### config.mk
export PLATFORM = sky130hd
export DESIGN_NAME = index_pixel_timer
export DESIGN_NICKNAME = d
export VERILOG_FILES = /design/src/rtl/index_pixel_timer.sv
export SDC_FILE = /design/constraint.sdc
export NUM_CORES = 1
export LEC_CHECK = 0
export ABC_AREA = 1
export ABC_CLOCK_PERIOD_IN_PS = 5500
export CAP_MARGIN = 10
export CORE_ASPECT_RATIO = 0.6
export CORE_MARGIN = 1
export CORE_UTILIZATION = 40
export DETAILED_ROUTE_END_ITERATION = 6
export GPL_ROUTABILITY_DRIVEN = 0
export PLACE_DENSITY = 0.6
export SETUP_SLACK_MARGIN = 0.15
export SLEW_MARGIN = 10
export SYNTH_ARGS = -nofsm -noshare
export SYNTH_HDL_FRONTEND = slang
export SYNTH_SLANG_ARGS = --single-unit
### constraint.sdc
create_clock -name sys_clk -period 5.5 [get_ports sys_clk]
set_clock_uncertainty 0.2 [all_clocks]
set_input_delay 1.1 -clock sys_clk [delete_from_list [all_inputs] [get_ports sys_clk]]
set_output_delay 1.1 -clock sys_clk [all_outputs]
set_load 0.005 [all_outputs]
### src/rtl/index_pixel_timer.sv
// Rotor period tracker: conditions the encoder index, measures the revolution
// period and paces one pixel_tick per column at period / PIXELS_PER_REV.
module index_pixel_timer #(
    parameter int PIXELS_PER_REV     = 128,
    parameter int CNT_W              = 28,
    parameter int DEBOUNCE           = 1000,
    parameter int MIN_PERIOD         = 100000,
    parameter int TIMEOUT            = 100000000,
    parameter int DEFAULT_PIXEL_CLKS = 500000,
    localparam int IDX_W = (PIXELS_PER_REV > 1) ? $clog2(PIXELS_PER_REV) : 1
) (
    input  logic             sys_clk,
    input  logic             rst_n,
    input  logic             index_n,
    output logic             frame_start,
    output logic             pixel_tick,
    output logic [IDX_W-1:0] pixel_index,
    output logic [CNT_W-1:0] rev_period,
    output logic             locked,
    output logic             stalled,
    output logic [1:0]       track_state
);

    typedef enum logic [1:0] {
        ST_IDLE    = 2'd0,
        ST_MEASURE = 2'd1,
        ST_LOCKED  = 2'd2
    } track_state_e;

    localparam int DEB_W = $clog2(DEBOUNCE + 1);
    localparam int DC_W  = $clog2(CNT_W + 1);
    localparam logic [DEB_W-1:0] DEB_LAST  = DEB_W'(DEBOUNCE - 1);
    localparam logic [CNT_W-1:0] TIMEOUT_C = CNT_W'(TIMEOUT);
    localparam logic [CNT_W-1:0] TO_LAST   = CNT_W'(TIMEOUT - 1);
    localparam logic [CNT_W-1:0] MIN_LAST  = CNT_W'(MIN_PERIOD - 1);
    localparam logic [CNT_W-1:0] DEFAULT_C = CNT_W'(DEFAULT_PIXEL_CLKS);
    localparam logic [CNT_W-1:0] ONE       = CNT_W'(1);
    localparam logic [CNT_W:0]   DIVISOR   = (CNT_W + 1)'(PIXELS_PER_REV);
    localparam logic [IDX_W-1:0] LAST_IDX  = IDX_W'(PIXELS_PER_REV - 1);

    logic [1:0]       sync_q;
    logic             deb_level;
    logic             deb_prev;
    logic [DEB_W-1:0] deb_cnt;
    logic             index_ev;

    track_state_e     state_q;
    track_state_e     state_d;
    logic             accept;
    logic             measure_ok;
    logic             stall;
    logic             dist_ok;
    logic [CNT_W-1:0] period_cnt;

    logic             div_busy;
    logic             div_wr;
    logic [DC_W-1:0]  div_cnt;
    logic [CNT_W-1:0] div_q;
    logic [CNT_W-1:0] div_r;
    logic [CNT_W:0]   div_shift;
    logic             div_ge;
    logic [CNT_W-1:0] div_diff;
    logic [CNT_W-1:0] pixel_clks;

    logic [CNT_W-1:0] active_clks;
    logic [CNT_W-1:0] pix_cnt;
    logic             pix_run;
    logic [IDX_W-1:0] next_idx;

    // Index conditioning; the event fires one cycle after the debounced fall.
    always_ff @(posedge sys_clk or negedge rst_n) begin
        if (!rst_n) begin
            sync_q    <= 2'b11;
            deb_level <= 1'b1;
            deb_prev  <= 1'b1;
            deb_cnt   <= '0;
            index_ev  <= 1'b0;
        end else begin
            sync_q   <= {sync_q[0], index_n};
            deb_prev <= deb_level;
            index_ev <= deb_prev & ~deb_level;
            if (sync_q[1] != deb_level) begin
                if (deb_cnt == DEB_LAST) begin
                    deb_level <= sync_q[1];
                    deb_cnt   <= '0;
                end else begin
                    deb_cnt <= deb_cnt + DEB_W'(1);
                end
            end else begin
                deb_cnt <= '0;
            end
        end
    end

    assign dist_ok = (period_cnt >= MIN_LAST);

    always_comb begin
        state_d    = state_q;
        accept     = 1'b0;
        measure_ok = 1'b0;
        stall      = 1'b0;
        case (state_q)
            ST_IDLE: begin
                if (index_ev) begin
                    accept  = 1'b1;
                    state_d = ST_MEASURE;
                end
            end
            ST_MEASURE, ST_LOCKED: begin
                if (index_ev && dist_ok) begin
                    accept     = 1'b1;
                    measure_ok = 1'b1;
                    state_d    = ST_LOCKED;
                end
            end
            default: state_d = ST_IDLE;
        endcase
        // An accepted event in the saturation cycle suppresses the stall.
        if (!accept && period_cnt == TO_LAST) begin
            stall   = 1'b1;
            state_d = ST_IDLE;
        end
    end

    always_ff @(posedge sys_clk or negedge rst_n) begin
        if (!rst_n) begin
            state_q     <= ST_IDLE;
            period_cnt  <= '0;
            rev_period  <= '0;
            stalled     <= 1'b0;
            frame_start <= 1'b0;
        end else begin
            state_q     <= state_d;
            frame_start <= accept;
            if (accept) begin
                period_cnt <= '0;
            end else if (period_cnt != TIMEOUT_C) begin
                period_cnt <= period_cnt + ONE;
            end
            if (measure_ok) begin
                rev_period <= period_cnt + ONE;
            end
            if (accept) begin
                stalled <= 1'b0;
            end else if (stall) begin
                stalled <= 1'b1;
            end
        end
    end

    assign locked      = (state_q == ST_LOCKED);
    assign track_state = state_q;

    // Restoring divider, one quotient bit per cycle, MSB first.
    assign div_shift = {div_r, div_q[CNT_W-1]};
    assign div_ge    = (div_shift >= DIVISOR);
    assign div_diff  = CNT_W'(div_shift - DIVISOR);

    always_ff @(posedge sys_clk or negedge rst_n) begin
        if (!rst_n) begin
            div_busy   <= 1'b0;
            div_wr     <= 1'b0;
            div_cnt    <= '0;
            div_q      <= '0;
            div_r      <= '0;
            pixel_clks <= DEFAULT_C;
        end else begin
            div_wr <= 1'b0;
            if (measure_ok) begin
                div_busy <= 1'b1;
                div_cnt  <= DC_W'(CNT_W);
                div_q    <= period_cnt + ONE;
                div_r    <= '0;
            end else if (div_busy) begin
                div_q   <= {div_q[CNT_W-2:0], div_ge};
                div_r   <= div_ge ? div_diff : div_shift[CNT_W-1:0];
                div_cnt <= div_cnt - DC_W'(1);
                if (div_cnt == DC_W'(1)) begin
                    div_busy <= 1'b0;
                    div_wr   <= 1'b1;
                end
            end
            if (div_wr) begin
                pixel_clks <= (div_q == '0) ? ONE : div_q;
            end
        end
    end

    assign next_idx = pixel_index + IDX_W'(1);

    // Pixel generator: a frame runs once through all columns and then waits.
    always_ff @(posedge sys_clk or negedge rst_n) begin
        if (!rst_n) begin
            pixel_tick  <= 1'b0;
            pixel_index <= '0;
            active_clks <= '0;
            pix_cnt     <= '0;
            pix_run     <= 1'b0;
        end else begin
            pixel_tick <= 1'b0;
            if (accept) begin
                pixel_tick  <= 1'b1;
                pixel_index <= '0;
                active_clks <= pixel_clks;
                pix_cnt     <= '0;
                pix_run     <= (PIXELS_PER_REV > 1);
            end else if (stall) begin
                pix_run <= 1'b0;
            end else if (pix_run) begin
                if (pix_cnt == active_clks - ONE) begin
                    pixel_tick  <= 1'b1;
                    pixel_index <= next_idx;
                    pix_cnt     <= '0;
                    if (next_idx == LAST_IDX) begin
                        pix_run <= 1'b0;
                    end
                end else begin
                    pix_cnt <= pix_cnt + ONE;
                end
            end
        end
    end

endmodule
Word-level counts from Yosys, hierarchy flattened
Index checks and enable logic that the tools add are counted.

Bits in registers: 231. Input port bits: 3. Logic and storage cells: 105.

Bitwise gates (word level): 2. Muxes and demuxes: 46. Reductions and logical operators: 15. Eq/ne operators: 12. $add $sub $neg: 7. Order comparisons: 2.

Operators with widths (count): $mux W28 (12); $add A28 B1 Y28 const B (2); $ge A29 B8 Y1 const B (1); $eq A28 B27 Y1 const B (1); $eq A28 B28 Y1 (1); $ge A28 B17 Y1 const B (1); $logic_not A28 Y1 (1); $mux W7 (4); $ne A28 B27 Y1 const B (1); $sub A28 B1 Y28 const B (1); $sub A28 B8 Y28 const B (1); $mux W1 (21); $mux W10 (2); $add A10 B1 Y10 const B (1); $eq A10 B10 Y1 const B (1); $mux W5 (2); $reduce_bool A2 Y1 (5); $add A7 B1 Y7 const B (1); $eq A7 B7 Y1 const B (1); $mux W2 (3); $ne A3 B3 Y1 const B (2); $reduce_and A2 Y1 (3); $eq A5 B1 Y1 const B (1); $sub A5 B1 Y5 const B (1); 13 further kinds (14).

Logic depth before layout (Yosys ltp)
Depth in word-level cells: 9. Mapped depth: 18. Mapped depth without buffers: 18.

Worst setup path after synthesis
Ideal clock, no wire load.

Path type: register to register. Start: register div_r[6]. End: register div_r[23]. Setup time: 0.141 ns. Cell stages (with the launch flop): 11. Slack: 3.198 ns. Required time: 5.159 ns. Clock period less this slack: 2.302 ns. Arrival time: 1.961 ns. Cell sequence: dfrtp_1 -> inv_1 -> ha_1 -> inv_1 -> nor3_1 -> nand3_1 -> a31oi_1 -> inv_1 -> clkbuf_1 -> o21ai_0 -> o22ai_1.

Word-level cells in the longest chain between the ends: 4. Elaborated cells between the ends (all ways): 5.

Ends and longest elaborated chain: start, declared (RTL line 59) `logic [CNT_W-1:0] div_r;`; start signal, assigned (RTL line 176) `div_r <= div_ge ? div_diff : div_shift[CNT_W-1:0];`; $sub A28 B8 Y28 or $ge A29 B8 Y1 (tied branches) (RTL line 157, 156); $mux W28 * (RTL line 176); $mux W28 * (RTL line 174) `end else if (div_busy) begin`; $mux W28 * (RTL line 169) `if (measure_ok) begin`.

Every way passes the cells marked *; elsewhere a longest branch is shown, timed or not. The select of a mux whose other input is x is not followed. A chain may end at the register's enable or synchronous reset.

Worst setup path after layout
Start: register period_cnt[1]. End: register pix_cnt[0].

Word-level cells in the longest chain between the ends: 9. Elaborated cells between the ends (all ways): 12.

Ends and longest elaborated chain: start, declared (RTL line 53) `logic [CNT_W-1:0] period_cnt;`; start signal, assigned (RTL line 138) `period_cnt <= period_cnt + ONE;`; $ge A28 B17 Y1 (RTL line 95) `assign dist_ok = (period_cnt >= MIN_LAST);`; $logic_and A1 B1 Y1 (RTL line 110) `if (index_ev && dist_ok) begin`; $mux W1 (RTL line 110); $pmux W1 S2 (RTL line 102) `case (state_q)`; $logic_not A1 Y1 (RTL line 119) `if (!accept && period_cnt == TO_LAST) begin`; $logic_and A1 B1 Y1 (RTL line 119); $mux W1 (RTL line 119); $ne A2 B2 Y1 (no line); $reduce_and A2 Y1 (no line); end signal, assigned (RTL line 218) `pix_cnt <= pix_cnt + ONE;`; end, declared (RTL line 66) `logic [CNT_W-1:0] pix_cnt;`.

Parallel ways exist; a longest one is shown, timed or not.

==> results.md <==
- The total I/O pin count is 44.
- For this block, the routed nets add up to 34700 µm of wire.
- The first-pass iteration count of the detailed router is 5.
- The critical path data required time is 5.76 ns.
- The fraction of synthesized cell area taken by the top area cell type is 0.432.
- The complex-gate fraction of the synthesized area is 0.0739.
- In this run the cell area of the synthesized design comes to 0.0128 mm².
- The number of antenna diodes is 0.
- The setup TNS is 0 ns.
- In this run the worst path has a maximum fanout of 82.
- By startpoint and endpoint, the worst setup path is classified as flop to flop.
- The post-synthesis async set-or-reset flop share is 1.00.
- The count of antenna-violating nets left after detailed routing is 0.
- The synthesized net count is 1698.
- TritonCTS built the clock tree.
- The number of warnings printed during yosys synthesis is 0.
- VDD sags by at most 0.198 mV.
- Clock latency on the worst-skew pair, taken at its later pin, is 0.53 ns.
- The distinct cell type count of the synthesized netlist is 48.
- The most common cell after layout, fill and taps aside is sky130_fd_sc_hd__nand2_1.
- The initialized floorplan defines 50 standard-cell rows.
- The number of antenna violations at the first check in global routing is 0.
- The quantity of I/O buffers inserted on ports is 43.
- Setup repair after global routing left no endpoint under its margin.
- The first routing iteration left 1150 violations.
- In the final layout, the multi-input gates occupy 0.00577 mm².
- The transition at the pin with the smallest max-transition slack is 1.13 ns.
- Of the synthesized area, sequential elements account for 0.454.
- Ranked by total cell area, the synthesized netlist is headed by sky130_fd_sc_hd__dfrtp_1 (43%), sky130_fd_sc_hd__nand2_1 (13%), sky130_fd_sc_hd__inv_1 (7.4%), sky130_fd_sc_hd__xor2_1 (5.2%), sky130_fd_sc_hd__nor2_1 (5.2%).
- Setup violations remaining at the end of the flow were counted as 0.
- The number of enable flip-flop cells after synthesis is 0.
- Of the total synthesized cell area, the portion taken by AND, OR, NAND and NOR gates is 0.298.
- After clock tree synthesis, the clock-pin slew on the worst setup and hold paths is 0.06 ns.
- The tightest hold path in the finished design has a slack of 0.158 ns.
- The worst path in the final design needs a cycle of 3.56 ns, including I/O delays and setup.
- The wire length of the first global-routing pass is 55900 µm.
- The dominant cell type by area after synthesis is sky130_fd_sc_hd__dfrtp_1.
- The mean instance size in the synthesized netlist is 7.58 µm².
- By area, the combinational part of the netlist is dominated by simple AND/OR/NAND/NOR gates.
- The die is 233 µm wide.
- The average detailed-routed wire length per instance is 16.2 µm.
- The total of max-cap violations is 0.
- Of the cells placed in the final design, the portion with a size suffix greater than 1 is 0.0585.
- The post-CTS repair timing setup buffer count is 0.
- For this run, the top clock speed supported by timing is 0.281 GHz.
- For this configuration, the core starts out at a cell density of 0.408.
- Of the total power, combinational logic draws 0.011.
- TritonCTS created 24 clock buffers.
- The XOR/XNOR share of the synthesized area is 0.0666.
- The leakage power summed over all cells is 0.00727 µW.
- The register bit total from synthesis is 231.
- Leaving out fill and tap cells, the most frequent cells in the layout are sky130_fd_sc_hd__nand2_1 (458), sky130_fd_sc_hd__inv_1 (251), sky130_fd_sc_hd__dfrtp_1 (220).
- Power spread over the standard cell area amounts to 255 mW/mm².
- Of the post-synthesis cell area, the part taken by muxes is 0.000883.
- The largest net degree at the start of global routing is 102.
- In the routed design, unresolved DRC markers number 0.
- The setup check on the worst reg-to-reg path leaves a slack of 1.94 ns.
- The overall die area is 0.0326 mm².
- Synthesis handed over a netlist of 1682 instances.
- In this run the number of H-tree levels came out at 1.
- The number of buffers inserted for hold repair after clock tree synthesis is 0.
- The number of global-route vias before repair is 10117.
- Across the whole layout, storage elements account for 0.00579 mm².
- The core area is 0.0313 mm².
- The global routing usage summed across all routing layers is 0.216.
- The worst setup path is captured at a flop.
- Counting the fill cells in the layout gives 3149.
- The tree built by TritonCTS fans out to 231 sinks.
- Measured in cells, the most critical reg-to-reg path has a length of 14.
- The worst hold path belongs to the class flop to flop.
- In this run the power spent charging and discharging nets is 754 µW.
- In the routed layout, each cell is associated on average with a via count of 5.18.
- The worst setup path is launched from a flop.
- The area growth from synthesis to layout is 13.5%.
- The share of total power dissipated in the clock network is 0.527.
- The wire-length estimate of the detail-placed layout is 25900 µm.
- The run finished with clean final reports.
- The cell internal power dissipation is 2940 µW.
- The maximum buffer depth of the clock tree is 3.
- The tree is rooted in a sky130_fd_sc_hd__clkbuf_16.
- The hold violation total from the final report came to 0.
- The worst endpoint data arrival time is 3.82 ns.
- The total congestion overflow after global routing is 0.
- The relative slew slack is 0.235.
- The top flip-flop cell by instance count after synthesis is sky130_fd_sc_hd__dfrtp_1.
- The count of pins over their slew limit is 0.
- The die is 140 µm tall.
- The share of the clock period used by the worst path is 0.647.
- The net count of the finished layout is 1725.
- Of the total synthesized cell area, the portion taken by full adders, half adders and majority gates is 0.0128.
- Of the total power, the share spent switching nets is 0.204.
- The total via count in the routed design is 11093.
- The number of cells on the worst hold path is 0.
- The portion of total power attributed to sequential cells is 0.462.
- The number of gates given a new drive strength after cts is 0.
-- metal layers --
metal,track usage,share of wire
met3,0.0704,0.10
met4,0.0347,0.013
met5,0,0
met2,0.270,0.37
met1,0.352,0.51
-- power by group through the flow --
stage	sequential [µW]	clock (µW)	combinational, µW
floorplan	1740	0	4.79
global placement	1740	0	44.6
detailed placement	1740	0	44.7
CTS	1700	1980	44.9
global route	1700	2050	50.6
finish	1700	1940	41.6
-- synthesized netlist by cell type (2+ instances only) --
master	n
sky130_fd_sc_hd__o221ai_1	25
sky130_fd_sc_hd__or2_2	2
sky130_fd_sc_hd__o21ai_1	5
sky130_fd_sc_hd__o21ai_0	90
sky130_fd_sc_hd__buf_2	14
sky130_fd_sc_hd__nor2_1	177
sky130_fd_sc_hd__a31oi_1	2
sky130_fd_sc_hd__nor4_1	26
sky130_fd_sc_hd__nand2_2	11
sky130_fd_sc_hd__clkinv_1	4
sky130_fd_sc_hd__inv_1	251
sky130_fd_sc_hd__nand3_1	70
sky130_fd_sc_hd__buf_4	3
sky130_fd_sc_hd__nand2_4	2
sky130_fd_sc_hd__dfrtp_1	220
sky130_fd_sc_hd__nor2_4	3
sky130_fd_sc_hd__dfstp_2	11
sky130_fd_sc_hd__nand2_1	458
sky130_fd_sc_hd__inv_2	3
sky130_fd_sc_hd__o211ai_1	3
sky130_fd_sc_hd__xnor2_1	21
sky130_fd_sc_hd__nand4_1	59
sky130_fd_sc_hd__xor2_1	76
sky130_fd_sc_hd__a21oi_1	15
sky130_fd_sc_hd__nand3_2	2
sky130_fd_sc_hd__nor3_1	36
sky130_fd_sc_hd__buf_1	2
sky130_fd_sc_hd__clkbuf_1	28
sky130_fd_sc_hd__nand3b_1	8
sky130_fd_sc_hd__o22ai_1	11
sky130_fd_sc_hd__nor2_2	15
sky130_fd_sc_hd__ha_1	13
-- path summary, 6_finish.rpt --
path | from | end
worst max-delay path | period_cnt[1] | pix_cnt[0]
worst min-delay path | sync_q[0] | sync_q[1]
worst max register to register | period_cnt[1] | pix_cnt[0]
worst min register to register | sync_q[0] | sync_q[1]
max in group asynchronous | rst_n | pixel_clks[10]
min in group asynchronous | rst_n | div_r[5]
-- cell type report --
class	instances	area share
clock buffers	35	0.0492
clock inverters	9	0.0156
inverters	258	0.0669
multi-input cells	1144	0.399
flip-flops and latches	231	0.400
well taps	416	0.0359
repair buffers	50	0.0337
-- worst max-delay path, stage by stage, from the launching register on --
cell                      delay [ns]
sky130_fd_sc_hd__dfrtp_1        0.42
sky130_fd_sc_hd__ha_1           0.23
sky130_fd_sc_hd__nand3_1        0.16
sky130_fd_sc_hd__nor2_1         0.07
sky130_fd_sc_hd__o21ai_1        0.16
sky130_fd_sc_hd__nand2_1        0.12
sky130_fd_sc_hd__nand3_1        0.09
sky130_fd_sc_hd__nand2_1        0.13
sky130_fd_sc_hd__nand3_2        0.11
sky130_fd_sc_hd__nand2_2        0.06
sky130_fd_sc_hd__nand2_4        0.59
sky130_fd_sc_hd__nand2_2        0.39
sky130_fd_sc_hd__inv_2          0.52
sky130_fd_sc_hd__nand2_1        0.13
sky130_fd_sc_hd__nand2_1        0.10
-- registers in the layout (all words and copies together) (netlist names), 2 cells and up --
register and cells:
div_cnt 5, pix_cnt 28, deb_cnt 10, active_clks 28, pixel_index 7, div_r 28
pixel_clks 28, div_q 28, period_cnt 28, sync_q 2, track_state 2, rev_period 28
-- metrics by stage --
step / util / power, µW / worst slack (ns) / cells / cell area, µm²
floorplan: - / 1740 / 3.20 / 1682 / 12800
global placement: 0.433 / 1780 / 2.09 / 2099 / 13500
detailed placement: 0.433 / 1780 / 2.01 / 2099 / 13500
CTS: 0.463 / 3730 / 1.99 / 2143 / 14500
global route: 0.463 / 3810 / 1.64 / 2143 / 14500
finish: 0.463 / 3690 / 1.94 / 2143 / 14500
-- cells by family (layout without fill, tap and decap cells) --
logic type      count (synthesis)  in the layout
simple gates                  874            874
buf+inv                       307            352
flops                         231            231
compound gates                159            159
xor+xnor                       97             97
fa+ha+maj                      13             13
mux                             1              1
(Power assumes the default switching activity.)
